### src/rtl/mul_pkg.sv
// Shared types and helpers for the shift-add multiplier.
package mul_pkg;

   typedef enum logic [1:0] {IDLE, RUN, DONE} state_t;

   // Iteration counter width; kept at least one bit so WIDTH=1 still elaborates.
   function automatic int cnt_width(input int width);
      return (width > 1) ? $clog2(width) : 1;
   endfunction

endpackage

### src/rtl/mul_sa_datapath.sv
// Shift-add datapath: operand magnitudes, accumulator, iteration counter and
// the sign-corrected product register.
module mul_sa_datapath
   import mul_pkg::*;
#(
   parameter int WIDTH      = 16,
   parameter bit EARLY_TERM = 1'b1
) (
   input  logic                 clk,
   input  logic                 rst_n,
   input  logic                 i_load,
   input  logic                 i_step,
   input  logic [WIDTH-1:0]     i_a,
   input  logic [WIDTH-1:0]     i_b,
   input  logic                 i_signed_mode,
   output logic                 o_zero_b,
   output logic                 o_last,
   output logic [2*WIDTH-1:0]   o_product
);

   localparam int CW = cnt_width(WIDTH);

   logic [WIDTH-1:0]   w_abs_a;
   logic [WIDTH-1:0]   w_abs_b;
   logic [WIDTH-1:0]   w_mb_shift;
   logic [2*WIDTH-1:0] w_acc_nxt;
   logic [2*WIDTH-1:0] r_ma;
   logic [2*WIDTH-1:0] r_acc;
   logic [2*WIDTH-1:0] r_product;
   logic [WIDTH-1:0]   r_mb;
   logic [CW-1:0]      r_cnt;
   logic               r_sign;

   function automatic logic [2*WIDTH-1:0] apply_sign(input logic s,
                                                     input logic [2*WIDTH-1:0] v);
      return s ? -v : v;
   endfunction

   // Negating -2^(W-1) yields the same bit pattern, which read unsigned is 2^(W-1).
   always_comb begin
      w_abs_a    = (i_signed_mode && i_a[WIDTH-1]) ? -i_a : i_a;
      w_abs_b    = (i_signed_mode && i_b[WIDTH-1]) ? -i_b : i_b;
      w_mb_shift = r_mb >> 1;
      w_acc_nxt  = r_acc + (r_mb[0] ? r_ma : '0);
      o_zero_b   = (w_abs_b == '0);
      o_last     = (r_cnt == CW'(WIDTH-1)) || (EARLY_TERM && (w_mb_shift == '0));
   end

   always_ff @(posedge clk or negedge rst_n) begin
      if (!rst_n) begin
         r_ma      <= '0;
         r_mb      <= '0;
         r_acc     <= '0;
         r_cnt     <= '0;
         r_sign    <= 1'b0;
         r_product <= '0;
      end else if (i_load) begin
         r_ma   <= {{WIDTH{1'b0}}, w_abs_a};
         r_mb   <= w_abs_b;
         r_acc  <= '0;
         r_cnt  <= '0;
         r_sign <= i_signed_mode & (i_a[WIDTH-1] ^ i_b[WIDTH-1]);
         if (EARLY_TERM && o_zero_b)
            r_product <= '0;
      end else if (i_step) begin
         r_acc <= w_acc_nxt;
         r_ma  <= r_ma << 1;
         r_mb  <= w_mb_shift;
         r_cnt <= r_cnt + 1'b1;
         if (o_last)
            r_product <= apply_sign(r_sign, w_acc_nxt);
      end
   end

   assign o_product = r_product;

endmodule

### src/rtl/mul_shift_add_seq.sv
// Sequential radix-2 shift-add multiplier with valid/ready handshakes,
// signed/unsigned mode and optional early termination.
module mul_shift_add_seq
   import mul_pkg::*;
#(
   parameter int WIDTH      = 16,
   parameter bit EARLY_TERM = 1'b1
) (
   input  logic                 clk,
   input  logic                 rst_n,
   input  logic                 in_valid,
   output logic                 in_ready,
   input  logic [WIDTH-1:0]     a,
   input  logic [WIDTH-1:0]     b,
   input  logic                 signed_mode,
   output logic                 out_valid,
   input  logic                 out_ready,
   output logic [2*WIDTH-1:0]   product,
   output logic                 busy
);

   state_t r_state;
   state_t w_state_nxt;
   logic   w_accept;
   logic   w_zero_b;
   logic   w_last;
   logic   w_skip_run;

   assign w_accept   = in_valid && in_ready;
   assign w_skip_run = EARLY_TERM && w_zero_b;

   always_ff @(posedge clk or negedge rst_n) begin
      if (!rst_n)
         r_state <= IDLE;
      else
         r_state <= w_state_nxt;
   end

   always_comb begin
      w_state_nxt = r_state;
      case (r_state)
         IDLE:    if (w_accept) w_state_nxt = w_skip_run ? DONE : RUN;
         RUN:     if (w_last)   w_state_nxt = DONE;
         DONE: begin
            if (out_ready) begin
               if (in_valid) w_state_nxt = w_skip_run ? DONE : RUN;
               else          w_state_nxt = IDLE;
            end
         end
         default: w_state_nxt = IDLE;
      endcase
   end

   // A finished product can be drained and a new operand set taken on one edge.
   always_comb begin
      in_ready  = (r_state == IDLE) || ((r_state == DONE) && out_ready);
      out_valid = (r_state == DONE);
      busy      = (r_state == RUN);
   end

   mul_sa_datapath #(
      .WIDTH      (WIDTH),
      .EARLY_TERM (EARLY_TERM)
   ) u_datapath (
      .clk           (clk),
      .rst_n         (rst_n),
      .i_load        (w_accept),
      .i_step        (busy),
      .i_a           (a),
      .i_b           (b),
      .i_signed_mode (signed_mode),
      .o_zero_b      (w_zero_b),
      .o_last        (w_last),
      .o_product     (product)
   );

endmodule

### config.mk
export PLATFORM = sky130hd
export DESIGN_NAME = mul_shift_add_seq
export DESIGN_NICKNAME = d
export VERILOG_FILES = /design/src/rtl/mul_pkg.sv /design/src/rtl/mul_sa_datapath.sv /design/src/rtl/mul_shift_add_seq.sv
export SDC_FILE = /design/constraint.sdc
export NUM_CORES = 1
export LEC_CHECK = 0
export ABC_CLOCK_PERIOD_IN_PS = 8200
export BUFFER_PORTS_ARGS = -buffer_cell sky130_fd_sc_hd__buf_2
export CAP_MARGIN = 20
export CORE_MARGIN = 5
export CORE_UTILIZATION = 26
export DETAILED_ROUTE_END_ITERATION = 10
export SLEW_MARGIN = 20
export SYNTH_ARGS = -nofsm -noshare
export SYNTH_HDL_FRONTEND = slang
export SYNTH_SLANG_ARGS = --single-unit
### constraint.sdc
create_clock -name clk -period 8.2 [get_ports clk]
set_input_delay 0.41 -clock clk [delete_from_list [all_inputs] [get_ports clk]]
set_output_delay 0.41 -clock clk [all_outputs]
set_load 0.05 [all_outputs]
-- Word-level counts from Yosys, hierarchy flattened
Cells that the tools add are included.
Widths: inputs -> output; s select.
- register bits: 119
- input bits: 37
- output and inout port bits: 35
- word-level logic and storage cells: 56
- add/sub/neg operators: 5
- equality and inequality tests: 7
- multiplexer cells: 22
- bitwise gates (word level): 2
- reduce and logical (&&, ||, !) cells: 13
- operators by type and width (cell ; count):
    $mux 32 ; 10
    $mux 16 ; 4
    $add 32x32->32 ; 1
    $logic_not 16->1 ; 2
    $neg 16->16 ; 2
    $neg 32->32 ; 1
    $mux 2 ; 5
    $mux 4 ; 2
    $ne 2x1->1 const B ; 3
    $pmux 2 s3 ; 1
    $reduce_and 3->1 ; 2
    $add 4x1->4 const B ; 1
    $eq 4x4->1 const B ; 1
    $logic_and 1x1->1 ; 4
    $reduce_bool 2->1 ; 2
    $eq 2x1->1 const B ; 1
    $eq 2x2->1 const B ; 1
    $logic_not 2->1 ; 1
    $logic_or 1x1->1 ; 2
    $ne 2x2->1 const B ; 1
    $and 1x1->1 ; 1
    $xor 1x1->1 ; 1

-- Longest topological paths before layout
- depth after elaboration: 7
- mapped depth: 15
- gate-level depth less buffers: 13

-- Modules after synthesis
A second synthesis with hierarchy kept.
- cell total of the unflattened synthesis: 985
- area total of the unflattened synthesis: 8539.4 µm²
- by module, submodules not included (module ; times used ; cells each ; area each (µm²) ; seq. area each (µm²)):
    mul_sa_datapath ; 1 ; 970 ; 8408.1 ; 2927.8
    mul_shift_add_seq ; 1 ; 15 ; 131.4 ; 50.0

-- Worst setup path before layout
No wires, ideal clock.
- path kind: flip-flop to flip-flop
- from: register u_datapath.r_mb[0]
- to: register u_datapath.r_product[29] (netlist: u_datapath.o_product[29])
- setup time: 121 ps
- arrival: 3701 ps
- required time: 8079 ps
- path slack: 4378 ps
- stages on the path, launching flop included: 15
- buffers on the path: 1
- period minus slack after synthesis: 3822 ps
- cells stage by stage: dfrtp_1 -> clkbuf_1 -> and2_1 -> ha_1 -> fa_1 -> a21o_1 -> a221oi_4 -> mux2i_1 -> a2bb2oi_1 -> or4b_1 -> nor2_1 -> nand4_2 -> o41ai_2 -> xor2_1 -> a22o_1
- cells in the longest elaborated chain, start to end: 7
- ends and longest elaborated chain (item ; line ; text):
    start, declared ; mul_sa_datapath.sv:30 ; logic [WIDTH-1:0] r_mb;
    start signal, assigned ; mul_sa_datapath.sv:59 ; r_mb <= w_abs_b;
    start signal, assigned ; mul_sa_datapath.sv:68 ; r_mb <= w_mb_shift;
    $mux 32 (*) ; mul_sa_datapath.sv:44 ; w_acc_nxt = r_acc + (r_mb[0] ? r_ma : '0);
    $add 32x32->32 (*) ; mul_sa_datapath.sv:44 ;
    $neg 32->32 ; mul_sa_datapath.sv:36 ; return s ? -v : v;
    $mux 32 (*) ; mul_sa_datapath.sv:36 ;
    $mux 32 (*) ; mul_sa_datapath.sv:70 ; if (o_last)
    $mux 32 (*) ; mul_sa_datapath.sv:65 ; end else if (i_step) begin
    $mux 32 (*) ; mul_sa_datapath.sv:57 ; end else if (i_load) begin
    end signal, assigned ; mul_sa_datapath.sv:71 ; r_product <= apply_sign(r_sign, w_acc_nxt);
    end, declared ; mul_sa_datapath.sv:29 ; logic [2*WIDTH-1:0] r_product;
Every way passes the cells marked *; elsewhere a longest branch is shown, timed or not. The select of a mux whose other input is x is not followed.
A chain may end at the register's enable or synchronous reset.

-- Worst setup path after layout
- from: register u_datapath.r_mb[0]
- to: register u_datapath.r_product[31] (netlist: u_datapath.o_product[31])
Same word-level chain as after synthesis.

==> impl.org <==
** Min path
- In this run the worst hold path is classified as input port to asynchronous set/reset pin.

** STA
- Setup repair after global routing left no endpoint under its margin.
- The count of final max-slew check failures is 0.
- Between clock sinks in the finished design, the worst skew comes to 14.59 ps.
- Count of final hold-check violations :: 0
- Static timing analysis puts the maximum clock frequency at 0.2152 GHz.
- In the finished design, the share of the clock period the worst path needs comes to 0.5668.
- After layout, the worst setup slack is 3553 ps.
- Tightest Pin Transition :: 1050 ps
- Headroom to the max-slew limit came out at 0.2912.
- Setup violations remaining at the end of the flow were counted as 0.
- Total Negative Setup Slacks :: 0 ps
- Counting I/O delays and the setup requirement, the final critical path takes between 4000 and 5000 ps.

** Synth
- EDFF count, synth :: 0
- The netlist uses just under 90 different library cells.
- Of the synthesized area, sequential elements account for 0.3559.
- Post-synthesis instance total :: 965
- sky130_fd_sc_hd__dfrtp_1 is the most common cell in the netlist.
- Post-synth top cells :: sky130_fd_sc_hd__dfrtp_1 (119), sky130_fd_sc_hd__nand2_1 (111), sky130_fd_sc_hd__o21ai_0 (87), sky130_fd_sc_hd__clkbuf_1 (49), sky130_fd_sc_hd__nor2_1 (45)
- Flops & latches, synth :: 119
- After synthesis, the share of flip-flops with an asynchronous set or reset is 1.000.
- Among all flip-flop cells after synthesis, the most frequent one is sky130_fd_sc_hd__dfrtp_1.
- Summed over all instances, the cell type with the most area after synthesis is sky130_fd_sc_hd__dfrtp_1.
- After synthesis, the mean cell area works out to slightly below 9 um^2.
- Largest cells by area after synthesis :: sky130_fd_sc_hd__dfrtp_1 (36%), sky130_fd_sc_hd__ha_1 (5.4%), sky130_fd_sc_hd__o21ai_0 (5.2%)
- Of the post-synthesis cell area, the dominant cell type holds 0.3559.
- Nets in the synthesized netlist :: 1,039
- During synthesis, Yosys emitted a total of 0 warnings.
- Combined area of all synthesized cells :: 8368 um^2

** CTS
- CTS Buf Count :: 17
- Number of buffers added to fix hold violations after cts :: 0
- Clock-pin transition on the worst setup and hold timing paths :: approximately 60 ps
- Clock tree root buffer cell :: sky130_fd_sc_hd__clkbuf_16
- Clock tree from TritonCTS :: built
- Clock Latency Late Sink :: 430 ps
- After clock tree synthesis, the repair step resized 0 gates.
- TritonCTS sink count :: 119
- Number of H-tree branching levels :: 4
- The number of setup buffers added after CTS is 0.
- Clock Tree Buf Depth :: 2

** Outcome
- The run finished with clean final reports.

** Drt
- Across all layers, the routed design uses 7,370 vias.
- DR iter-0 viols :: 525
- Dividing the detail-routed via count by the number of cells gives 5.194.
- In this run the remaining antenna-violating nets after routing total 0.
- First-pass iteration count of the detailed router :: 5
- Post-detailed-route DRC marker count :: 0
- After detailed routing, the average wire length per cell comes to approximately 17 um.
- Routed WL :: 23,910 um

** Layout
- Final cell utilization of the core :: 0.3062
- Area growth from synthesis to layout :: 15.74%
- The finished layout holds between 1,000 and 1,500 standard cells, fillers aside.
- Diodes inserted :: 0
- Filler cell count :: 3,339
- Post-layout net count :: 1,079
- In the final layout, the share of cells above drive strength 1 is 0.1406.
- Once layout is done, the placed cells without fillers occupy 9686 um^2.

** Power and ir drop
- For this design the static power due to leakage is 0.004259 uW.
- Across the VDD grid, the largest voltage drop is 0.2298 mV.
- For this design the ratio of total power to cell area is between 400 and 500 nW/um^2.

** Placed design
- The placed instances occupy a cell area of 9079 um^2.
- The HPWL after detailed placement is 17,640 um.
- Buffers added on ports :: 71
- Placement-stage worst setup slack :: 3618 ps
- Placed Cells incl. Taps :: around 1,400
- Final weighted congestion in routability-driven placement :: 0.8812

** Global routing
- GRT Resource Usage Total :: 0.1339
- Global-route wire length before repair :: a little under 40,000 um
- The via count of the first global-routing pass is 7,195.
- Largest net degree at the start of global routing :: 65
- Summed over all layers, the global routing overflow is 0.
- Number of antenna violations at the first check in global routing :: 0

** Critical path
- Slowest library cell on the worst path :: sky130_fd_sc_hd__dfrtp_1
- The worst setup path is launched from a flop.
- Worst setup path class :: flop to flop
- Highest net fanout along the worst path :: 33
- The signal on the critical path passes through and2_1, ha_1, fa_1, a21o_1, a221oi_4, mux2i_1, a2bb2oi_1, or4b_1, nor2_1, nand4_2, nor4b_2, nor3_1, o31ai_2.
- Counting both buffers and inverters, the worst setup path holds a total of 0.
- Delay of the slowest cell on the worst path :: 700 ps
- STA classifies the critical path endpoint as a flop.
- Critical path arrival :: 4970 ps
- Gate family responsible for the most delay along the worst path :: simple AND/OR/NAND/NOR gates
- STA puts the critical path data required time at roughly 8500 ps.

** Floorplanning
- Die ar. :: 35,870 um^2
- Starting Density :: 0.2645
- Top-Level Pins :: 72
- From bottom edge to top edge, the die measures about 190 um.
- Cell Rows :: between 60 and 70
- Core ar. :: 31,640 um^2
- Overall die width :: 189.4 um

** Flow run
- Across the run, the number of max-cap violations was 0.
==> final timing paths <==
| kind | from | end | slack [ps] | cells past startpoint |
|---|---|---|---|---|
| worst min register to register | u_datapath.o_product[6] | u_datapath.o_product[6] | 480 | 1 |
| min in group clk | b[0] | u_datapath.r_mb[0] | 260 | 3 |
| max in group asynchronous | rst_n | u_datapath.r_acc[17] | 6850 | 2 |
| worst max-delay path | u_datapath.r_mb[0] | u_datapath.o_product[31] | 3550 | 13 |
| worst max register to register | u_datapath.r_mb[0] | u_datapath.o_product[31] | 3550 | 13 |
| worst min-delay path | rst_n | u_datapath.o_product[12] | 50 | 1 |
==> per-layer routing <==
metal	wire (um)	track usage	part of all wire	vias up
li1	-	-	-	3639
met1	12170	0.2000	0.51	3534
met2	10200	0.1972	0.43	174
met3	1240	0.02839	0.052	23
met4	300	0.03228	0.013	0
met5	0	0	0	-
==> power by group <==
| part | switching (uW) | internal, uW | total (uW) | leakage [uW] |
|---|---|---|---|---|
| Sequential | 217 | 855 | 1070 | 0.00151 |
| Combinational | 1630 | 891 | 2520 | 0.00247 |
| Clock | 284 | 494 | 778 | 0.000282 |
| Total | 2130 | 2240 | 4370 | 0.00426 |
==> kinds of logic after synthesis <==
family | Yosys count | synth area share
AND/OR/NAND/NOR | 334 | 0.2048
AO/OA/AOI/OAI | 318 | 0.2645
flip-flops | 119 | 0.3559
buffers and inverters | 79 | 0.03648
XOR/XNOR | 75 | 0.07850
adder cells (fa/ha/maj) | 37 | 0.05622
multiplexers | 3 | 0.003589
==> flip-flops by register name (all words and copies together) (netlist names) <==
| register | count |
|---|---|
| u_datapath.o_product | 32 |
| u_datapath.r_mb | 16 |
| u_datapath.r_sign | 1 |
| u_datapath.r_ma | 32 |
| u_datapath.r_acc | 32 |
| r_state | 2 |
| u_datapath.r_cnt | 4 |
==> worst register-to-register path, stage by stage (launching register included) <==
cell and delay (ps):
sky130_fd_sc_hd__dfrtp_1 700, sky130_fd_sc_hd__and2_1 310, sky130_fd_sc_hd__ha_1 220, sky130_fd_sc_hd__fa_1 410
sky130_fd_sc_hd__a21o_1 240, sky130_fd_sc_hd__a221oi_4 460, sky130_fd_sc_hd__mux2i_1 280, sky130_fd_sc_hd__a2bb2oi_1 310
sky130_fd_sc_hd__or4b_1 560, sky130_fd_sc_hd__nor2_1 200, sky130_fd_sc_hd__nand4_2 210, sky130_fd_sc_hd__nor4b_2 310
sky130_fd_sc_hd__nor3_1 100, sky130_fd_sc_hd__o31ai_2 230
==> cell type report <==
type / instances / area (um^2) / share of cell area
Tap cell: 402 / 503.0 / 0.05193
Timing Repair Buffer: 78 / 410.4 / 0.04237
Sequential cell: 119 / 2978 / 0.3075
Inverter: 22 / 82.58 / 0.008526
Clock buffer: 21 / 460.4 / 0.04754
Clock inverter: 10 / 146.4 / 0.01511
Multi-Input combinational cell: 767 / 5105 / 0.5271
==> stage by stage <==
step                total power (uW)  hold WS (ps)
floorplan                       2973         114.4
global placement                3567         461.3
detailed placement              3589         466.9
CTS                             4386         78.07
global route                    4711         125.0
finish                          4368         53.73
==> cell usage in the layout (no fill, tap or decap), types with 9 or more instances in the layout <==
cell,n
sky130_fd_sc_hd__a21o_1,29
sky130_fd_sc_hd__a21oi_1,42
sky130_fd_sc_hd__a22o_1,32
sky130_fd_sc_hd__a22oi_1,32
sky130_fd_sc_hd__and2_1,39
sky130_fd_sc_hd__and3_1,10
sky130_fd_sc_hd__buf_2,70
sky130_fd_sc_hd__clkbuf_16,17
sky130_fd_sc_hd__dfrtp_1,119
sky130_fd_sc_hd__ha_1,36
sky130_fd_sc_hd__inv_1,20
sky130_fd_sc_hd__nand2_1,111
sky130_fd_sc_hd__nand3_1,42
sky130_fd_sc_hd__nor2_1,44
sky130_fd_sc_hd__nor3_1,23
sky130_fd_sc_hd__o211ai_1,9
sky130_fd_sc_hd__o21ai_0,87
sky130_fd_sc_hd__o31ai_1,12
sky130_fd_sc_hd__xnor2_1,44
sky130_fd_sc_hd__xor2_1,31
No activity file was read; power rests on OpenSTA's default activity.
